--- config.mk ---
export PLATFORM = sky130hd
export DESIGN_NAME = seg_display_sequencer
export DESIGN_NICKNAME = d
export VERILOG_FILES = /design/src/rtl/seg_pkg.sv /design/src/rtl/seg_tick_gen.sv /design/src/rtl/seg_display_sequencer.sv
export SDC_FILE = /design/constraint.sdc
export NUM_CORES = 1
export LEC_CHECK = 0
export CORE_MARGIN = 2
export CORE_UTILIZATION = 40
export CTS_BUF_LIST = sky130_fd_sc_hd__clkbuf_16
export CTS_CLUSTER_SIZE = 25
export DETAILED_ROUTE_END_ITERATION = 10
export PLACE_DENSITY = 0.55
export SETUP_SLACK_MARGIN = 0.4
export SKIP_CTS_REPAIR_TIMING = 1
export SYNTH_ARGS = -nofsm -noshare
export SYNTH_HDL_FRONTEND = slang
export SYNTH_SLANG_ARGS = --single-unit
--- constraint.sdc ---
create_clock -name clk -period 2.8 [get_ports clk]
set_input_delay 0.56 -clock clk [delete_from_list [all_inputs] [get_ports clk]]
set_output_delay 0.56 -clock clk [all_outputs]
set_load 0.02 [all_outputs]
--- src/rtl/seg_pkg.sv ---
// Shared types and constants for the seven-segment display sequencer.
// Latency: n/a (declarations and a pure combinational helper).
// Backpressure: n/a.
package seg_pkg;

    typedef enum logic [1:0] {
        IDLE    = 2'd0,
        CONVERT = 2'd1,
        COMMIT  = 2'd2
    } state_t;

    localparam int          NUM_DIGITS = 8;
    localparam int          BCD_DIGITS = 5;
    localparam int          BCD_W      = BCD_DIGITS * 4;
    localparam logic [7:0]  AN_RESET   = 8'b1000_0000;

    // Add-3 correction applied to every BCD nibble that is 5 or more,
    // so that the following left shift carries correctly into the next digit.
    function automatic logic [BCD_W-1:0] bcd_adjust(input logic [BCD_W-1:0] v);
        logic [BCD_W-1:0] r;
        r = v;
        for (int i = 0; i < BCD_DIGITS; i++) begin
            if (r[4*i +: 4] >= 4'd5) begin
                r[4*i +: 4] = r[4*i +: 4] + 4'd3;
            end
        end
        return r;
    endfunction

endpackage

--- src/rtl/seg_tick_gen.sv ---
// Dwell prescaler: one-cycle tick every TICK_DIV clocks, on the wrap cycle.
// Latency: first tick TICK_DIV-1 clocks after reset release (counter starts at 0).
// Backpressure: none, free-running.
module seg_tick_gen #(
    parameter int TICK_DIV = 100000
) (
    input  logic clk,
    input  logic reset,
    output logic tick
);

    localparam int            CW   = (TICK_DIV > 2) ? $clog2(TICK_DIV) : 1;
    localparam logic [CW-1:0] LAST = CW'(TICK_DIV - 1);

    logic [CW-1:0] cnt_q;
    logic [CW-1:0] cnt_d;

    // Count 0..TICK_DIV-1 and wrap; tick marks the last count.
    always_comb begin
        tick  = (cnt_q == LAST);
        cnt_d = tick ? '0 : cnt_q + 1'b1;
    end

    // Counter register.
    always_ff @(posedge clk or negedge reset) begin
        if (!reset) begin
            cnt_q <= '0;
        end else begin
            cnt_q <= cnt_d;
        end
    end

endmodule

--- src/rtl/seg_display_sequencer.sv ---
// Converts a 16-bit switch value to 5 BCD digits (shift-add-3) and scans 8 digit positions.
// Latency: done 17 clocks after the load edge; scan outputs show the new value one clock later.
// Backpressure: load while busy is held in a one-deep pending slot, newest value wins.
module seg_display_sequencer
    import seg_pkg::*;
#(
    parameter int TICK_DIV = 100000
) (
    input  logic        clk,
    input  logic        reset,
    input  logic [15:0] sw,
    input  logic        load,
    output logic        busy,
    output logic        done,
    output logic [7:0]  an_sel,
    output logic [3:0]  opcode,
    output logic        blank_dec
);

    logic tick;

    seg_tick_gen #(.TICK_DIV(TICK_DIV)) u_tick (
        .clk   (clk),
        .reset (reset),
        .tick  (tick)
    );

    state_t           state_q,    state_d;
    logic [15:0]      bin_sr_q,   bin_sr_d;
    logic [BCD_W-1:0] bcd_q,      bcd_d;
    logic [3:0]       cnt_q,      cnt_d;
    logic             pend_vld_q, pend_vld_d;
    logic [15:0]      pend_val_q, pend_val_d;
    logic [BCD_W-1:0] disp_bcd_q, disp_bcd_d;
    logic             done_q,     done_d;
    logic [7:0]       an_sel_q,   an_sel_d;
    logic [3:0]       opcode_q,   opcode_d;
    logic             blank_q,    blank_d;
    logic [BCD_W-1:0] adj;
    logic [BCD_W-1:0] hi;

    // Conversion FSM, pending slot and display commit.
    always_comb begin
        state_d    = state_q;
        bin_sr_d   = bin_sr_q;
        bcd_d      = bcd_q;
        cnt_d      = cnt_q;
        pend_vld_d = pend_vld_q;
        pend_val_d = pend_val_q;
        disp_bcd_d = disp_bcd_q;
        done_d     = 1'b0;
        adj        = '0;
        case (state_q)
            IDLE: begin
                // A slot filled during the final COMMIT is drained from here.
                if (load) begin
                    bin_sr_d   = sw;
                    bcd_d      = '0;
                    cnt_d      = '0;
                    pend_vld_d = 1'b0;
                    state_d    = CONVERT;
                end else if (pend_vld_q) begin
                    bin_sr_d   = pend_val_q;
                    bcd_d      = '0;
                    cnt_d      = '0;
                    pend_vld_d = 1'b0;
                    state_d    = CONVERT;
                end
            end
            CONVERT: begin
                adj               = bcd_adjust(bcd_q);
                {bcd_d, bin_sr_d} = {adj, bin_sr_q} << 1;
                cnt_d             = cnt_q + 4'd1;
                if (cnt_q == 4'd15) begin
                    state_d = COMMIT;
                end
                if (load) begin
                    pend_vld_d = 1'b1;
                    pend_val_d = sw;
                end
            end
            COMMIT: begin
                disp_bcd_d = bcd_q;
                done_d     = 1'b1;
                if (pend_vld_q) begin
                    bin_sr_d   = pend_val_q;
                    bcd_d      = '0;
                    cnt_d      = '0;
                    pend_vld_d = 1'b0;
                    state_d    = CONVERT;
                end else begin
                    state_d = IDLE;
                end
                // A load this cycle is kept even when the old slot is consumed.
                if (load) begin
                    pend_vld_d = 1'b1;
                    pend_val_d = sw;
                end
            end
            default: begin
                state_d = IDLE;
            end
        endcase
    end

    // Scan: rotate on tick and derive digit code / blank from the select being loaded.
    always_comb begin
        an_sel_d = tick ? {an_sel_q[0], an_sel_q[7:1]} : an_sel_q;
        opcode_d = 4'd0;
        blank_d  = 1'b0;
        hi       = '0;
        for (int i = 0; i < NUM_DIGITS; i++) begin
            if (an_sel_d[i]) begin
                hi       = disp_bcd_q >> (4 * i);
                opcode_d = hi[3:0];
                blank_d  = (i != 0) && (hi == '0);
            end
        end
    end

    // State and datapath registers.
    always_ff @(posedge clk or negedge reset) begin
        if (!reset) begin
            state_q    <= IDLE;
            bin_sr_q   <= '0;
            bcd_q      <= '0;
            cnt_q      <= '0;
            pend_vld_q <= 1'b0;
            pend_val_q <= '0;
            disp_bcd_q <= '0;
            done_q     <= 1'b0;
            an_sel_q   <= AN_RESET;
            opcode_q   <= 4'd0;
            blank_q    <= 1'b1;
        end else begin
            state_q    <= state_d;
            bin_sr_q   <= bin_sr_d;
            bcd_q      <= bcd_d;
            cnt_q      <= cnt_d;
            pend_vld_q <= pend_vld_d;
            pend_val_q <= pend_val_d;
            disp_bcd_q <= disp_bcd_d;
            done_q     <= done_d;
            an_sel_q   <= an_sel_d;
            opcode_q   <= opcode_d;
            blank_q    <= blank_d;
        end
    end

    assign busy      = (state_q != IDLE) | pend_vld_q;
    assign done      = done_q;
    assign an_sel    = an_sel_q;
    assign opcode    = opcode_q;
    assign blank_dec = blank_q;

endmodule

# Word level (Yosys, flattened, before mapping)
# Index checks and enable logic that the tools add are counted.
# W data, S select, Z words.
[totals]
ff_bits = 110
latchBits = 0
ramBits = 0
rom_bits = 0
in_bits = 19
output_inout_bits = 15
elab_cells = 83
n_memories = 0
[op_classes]
add_sub_neg = 7
mul = 0
div_mod_pow = 0
order_cmp = 5
eq_ne = 7
n_shift = 0
n_mux = 40
bitwise_logic = 1
reduce_logical = 11
[op_table]
columns = ["cell", "count"]
rows = [
  ["$logic_not A20 Y1", 4],
  ["$pmux W20 S3", 1],
  ["$mux W4", 14],
  ["$pmux W16 S3", 1],
  ["$mux W20", 2],
  ["$mux W16", 2],
  ["$ge A4 B3 Y1 const B", 5],
  ["$add A17 B1 Y17 const B", 1],
  ["$eq A17 B17 Y1 const B", 1],
  ["$mux W17", 1],
  ["$add A4 B2 Y4 const B", 4],
  ["$pmux W4 S3", 1],
  ["$mux W1", 11],
  ["$mux W8", 1],
  ["$mux W2", 3],
  ["$pmux W2 S3", 1],
  ["$reduce_and A2 Y1", 3],
  ["$add A4 B1 Y4 const B", 1],
  ["$eq A4 B4 Y1 const B", 1],
  ["$ne A2 B2 Y1 const B", 2],
  ["$add A3 B2 Y3 const B", 1],
  ["$mux W3", 1],
  ["$ne A3 B3 Y1 const B", 1],
  ["$pmux W1 S3", 1],
  ["other kinds (7)", 7],
]

# Longest topological paths before layout
[depth]
depth_word = 10
depth_mapped = 10
mapped_depth_nobuf = 7

# By module
# From an unflattened synthesis, not the netlist that was laid out.
[unflattened]
hier_cells = 467
area_unflattened_um2 = 5291.3
[by_module_without_submodules]
columns = ["module", "n_inst", "cells_per_inst", "area_each_um2", "seq_area_each_um2"]
rows = [
  ["seg_display_sequencer", 1, 393, 4498.1, 2329.7],
  ["seg_tick_gen", 1, 74, 793.3, 425.4],
]

# Least setup slack after synthesis
# Ideal clock, no wire load.
[synth_path]
path_type = "flip-flop to flip-flop"
from = "register state_q[0]"
to = "register bin_sr_q[10]"
setup_ps = 135
arrival_ps = 1885
setup_slack_ps = 780
stages_incl_launch_ff = 11
n_path_buf = 3
path_cell_list = "dfrtp_1 -> inv_1 -> ha_1 -> clkbuf_1 -> nor2_2 -> a21oi_1 -> and2_1 -> clkbuf_1 -> buf_2 -> a222oi_1 -> o21ai_0"
[synth_via]
elab_chain_len = 2
word_cells_on_any_way = 5
classes_between = "eq/ne (2); mux (1); reduce/logical (2)"
[synth_lines]
columns = ["element", "line", "source"]
rows = [
  ["start: declaration", "seg_display_sequencer.sv:28", "state_t state_q, state_d;"],
  ["start signal: assignment", "seg_display_sequencer.sv:136", "state_q <= state_d;"],
  ["$eq A2 B2 Y1, or another cell as far along", "seg_display_sequencer.sv:53", "case (state_q)"],
  ["$pmux W16 S3 / $reduce_bool A3 Y1 (equally long branches)", "--", ""],
  ["end signal: assignment", "seg_display_sequencer.sv:137", "bin_sr_q <= bin_sr_d;"],
  ["end: declaration", "seg_display_sequencer.sv:29", "logic [15:0] bin_sr_q, bin_sr_d;"],
]
# Parallel ways exist; a longest one is shown, timed or not.
# A chain may end at the register's enable or synchronous reset.

# Worst setup path after layout
[layout_path]
from = "register an_sel_q[2] (netlist: an_sel[2])"
to = "output an_sel[2]"
[layout_lines]
columns = ["element", "line", "source"]
rows = [
  ["start: declaration", "seg_display_sequencer.sv:36", "logic [7:0] an_sel_q, an_sel_d;"],
  ["start signal: assignment", "seg_display_sequencer.sv:144", "an_sel_q <= an_sel_d;"],
  ["end: declaration", "seg_display_sequencer.sv:15", "output logic [7:0] an_sel,"],
]
# No word-level cell between the ends.

==> results by group <==
Synthesis
  • Syn_nets: 590
  • Yosys reg bits: 110
  • Avg Inst Size Synth: 10.0 sq um
  • Most common cell in the netlist: dfrtp_1
  • Yosys warnings: 0
  • FFs w/ async S/R, synth: 1.00
  • Synth area leaders: dfrtp_1 (49%), mux2_2 (6.5%), nand2_1 (6.2%), o21ai_0 (4.7%), ha_1 (3.6%)
  • EDFF count, synth: 0
  • Main flop type after synthesis: dfrtp_1
  • Post-synthesis sequential area ratio: 0.496
  • Synth area leader: dfrtp_1
  • Commonest cells post-synth: dfrtp_1 (108), nand2_1 (92), o21ai_0 (52), mux2_2 (32), a21oi_1 (26)
  • Share of the synthesized area in the top cell type: 0.486
  • Synth cell types: 59
  • Mapped Area: 0.00556 sq mm
  • Post-Synthesis Cells: 555

Global route
  • Initial antenna violation count: 0
  • Global Route Usage Sum: 0.175
  • Total grt overflow: 0
  • Vias in the first global route: 4244
  • First-pass GRT wire length: 20700 um
  • Largest net degree at the start of global routing: 58

Power
  • Leak pwr: 2.75 nW
  • Power per cell area: 663 mW/mm^2
  • Worst VDD drop: 0.474 mV

Timing
  • Fmax: 435 MHz
  • Final setup fails: 0
  • Fin Setup TNS: 0 ps
  • Measured slew at the worst slew-check pin: 743 ps
  • Max_slew headroom: 0.505
  • RSZ-0062 raised after global routing: no
  • Worst hold slack: 275 ps
  • Period utilisation layout: 0.822
  • Final hold violation count: 0
  • Max Clock Skew: 15.1 ps
  • Slew Limit Fails: 0
  • Fin crit period: 2300 ps

Worst setup path
  • Critical setup path kind: reg2out
  • Largest stage delay on the critical path: 710 ps
  • Crit Reg-Reg Endpoint: opcode[1]
  • Reg2Reg Depth: 7
  • Critical path fanouts, max: 20
  • Worst path required time: 2240 ps
  • Setup crit start kind: flop
  • Slowest CP cell: clkdlybuf4s50_1
  • CP Cell Sequence: clkdlybuf4s50_1
  • R2r setup slk: 540 ps
  • RR Startpoint: u_tick.cnt_q[0]
  • Worst EP arrival: 1740 ps
  • Buf/Inv on CP: 1
  • CP top delay family: buffers and inverters
  • Endpoint class of the critical path: output port

Clocking
  • Clk buf depth: 2
  • Number of clock sinks: 110
  • Clock root cell: clkbuf_16
  • Clock Pin Slew Worst Setup and Hold Paths: 80 ps
  • Htree depth: 3
  • Num CTS Buffers: 9
  • Worst skew pair latency: 360 ps
  • CTS tree: yes

Detailed routing
  • Drt via density: 5.58
  • Via count: 4251
  • First drt pass iteration count: 5
  • Routed len/inst: 15.6 um
  • Met2 wire len: 5640 um
  • Max Used Layer: met4
  • Residual DRC: 0
  • Antenna-violating nets left: 0
  • Met1 Wirelength: 5670 um
  • DRT Wirelength: 11900 um
  • Routed wl met3: 384 um
  • 1st-iter DRT viols: 401

Floorplanning
  • Core Area: 0.0137 sq mm
  • Number of I/O pins: 34
  • Starting Density: 0.405
  • Die Ht: 122 um
  • Die Wd: 122 um
  • Die area: 0.0149 sq mm
  • # rows: 43

Place
  • Post-detail-place hpwl: 7830 um
  • IO buf count: 33
  • Placer's final routability congestion estimate: 0.831

Min path
  • Worst hold path type: in2async

Layout
  • Final Util: 0.461
  • Diodes inserted: 0
  • Total of fill cells in the finished design: 1315
  • Area delta synth->final: 13.9%
  • Fin nets: 612
  • Share of cells above drive strength 1: 0.122

Run
  • MaxCap Viol Count: 0

Outcome
  • Status: finished clean
where the power goes:
part | switching [mW] | leakage, nW | internal, mW
clock | 0.615 | 0.140 | 0.616
combinational | 0.504 | 1.17 | 0.405
sequential | 0.188 | 1.44 | 1.87
total | 1.31 | 2.75 | 2.89
state kept, by name, summed over array words and instances, names as in the netlist:
signal and cells:
disp_bcd_q 20, bin_sr_q 16, done 1, cnt_q 4, blank_dec 1, bcd_q 20
opcode 4, state_q 2, u_tick.cnt_q 17, an_sel 8, pend_val_q 16, pend_vld_q 1
placed cells by master (no fill, tap or decap), types with 6 or more instances in the layout:
cell type,n
xor2_1,8
nor2_1,19
a222oi_1,14
inv_1,21
buf_4,9
xnor2_1,12
nand3_1,19
a21oi_1,26
clkbuf_16,9
dfrtp_1,107
clkdlybuf4s50_1,31
nand2_1,92
o21ai_1,10
nor2b_1,6
ha_1,16
nor3b_1,6
mux2_2,32
o21ai_0,52
worst max-delay path by stage:
stage,end,from,slack (ps),depth (start not counted)
global placement,bin_sr_q[14],load,560,7
global route,an_sel[2],an_sel[2],400,1
finish,an_sel[2],an_sel[2],500,1
detailed placement,bin_sr_q[4],load,480,7
floorplan,bin_sr_q[10],state_q[0],780,10
CTS,an_sel[3],an_sel[3],450,1
final cells by class:
cell class,count,area (sq um),area share
Inverter,20,75.1,0.0119
Multi-Input combinational cell,393,2550,0.404
Timing Repair Buffer,43,430,0.0680
Sequential cell,110,2760,0.435
Tap cell,180,225,0.0356
Clock buffer,9,225,0.0356
Clock inverter,7,62.6,0.00988
cell families (layout without fill, tap and decap cells):
kind of cell,count (synthesis),in the layout,synth area share
XOR/XNOR,20,20,0.0315
AND/OR/NAND/NOR,180,180,0.160
AO/OA/AOI/OAI,145,145,0.166
adder cells (fa/ha/maj),16,16,0.0360
buffers and inverters,52,79,0.0461
flip-flops,110,110,0.496
multiplexers,32,32,0.0648
metal layers:
layer,global-route usage,up-vias
li1,-,2021
met1,0.234,2138
met2,0.280,78
met3,0.0389,14
met4,0.0632,0
met5,0,-
metrics by stage:
step | total power, mW | setup slack [ps] | cells | cell area, sq um
after floorplan | 2.68 | 780 | 555 | 5560
after global placement | 2.98 | 561 | 746 | 6030
after detailed placement | 3.01 | 476 | 746 | 6030
after CTS | 4.26 | 450 | 762 | 6320
after global routing | 4.47 | 401 | 762 | 6330
final | 4.20 | 499 | 762 | 6330
Power figures use the tool's default switching activity.
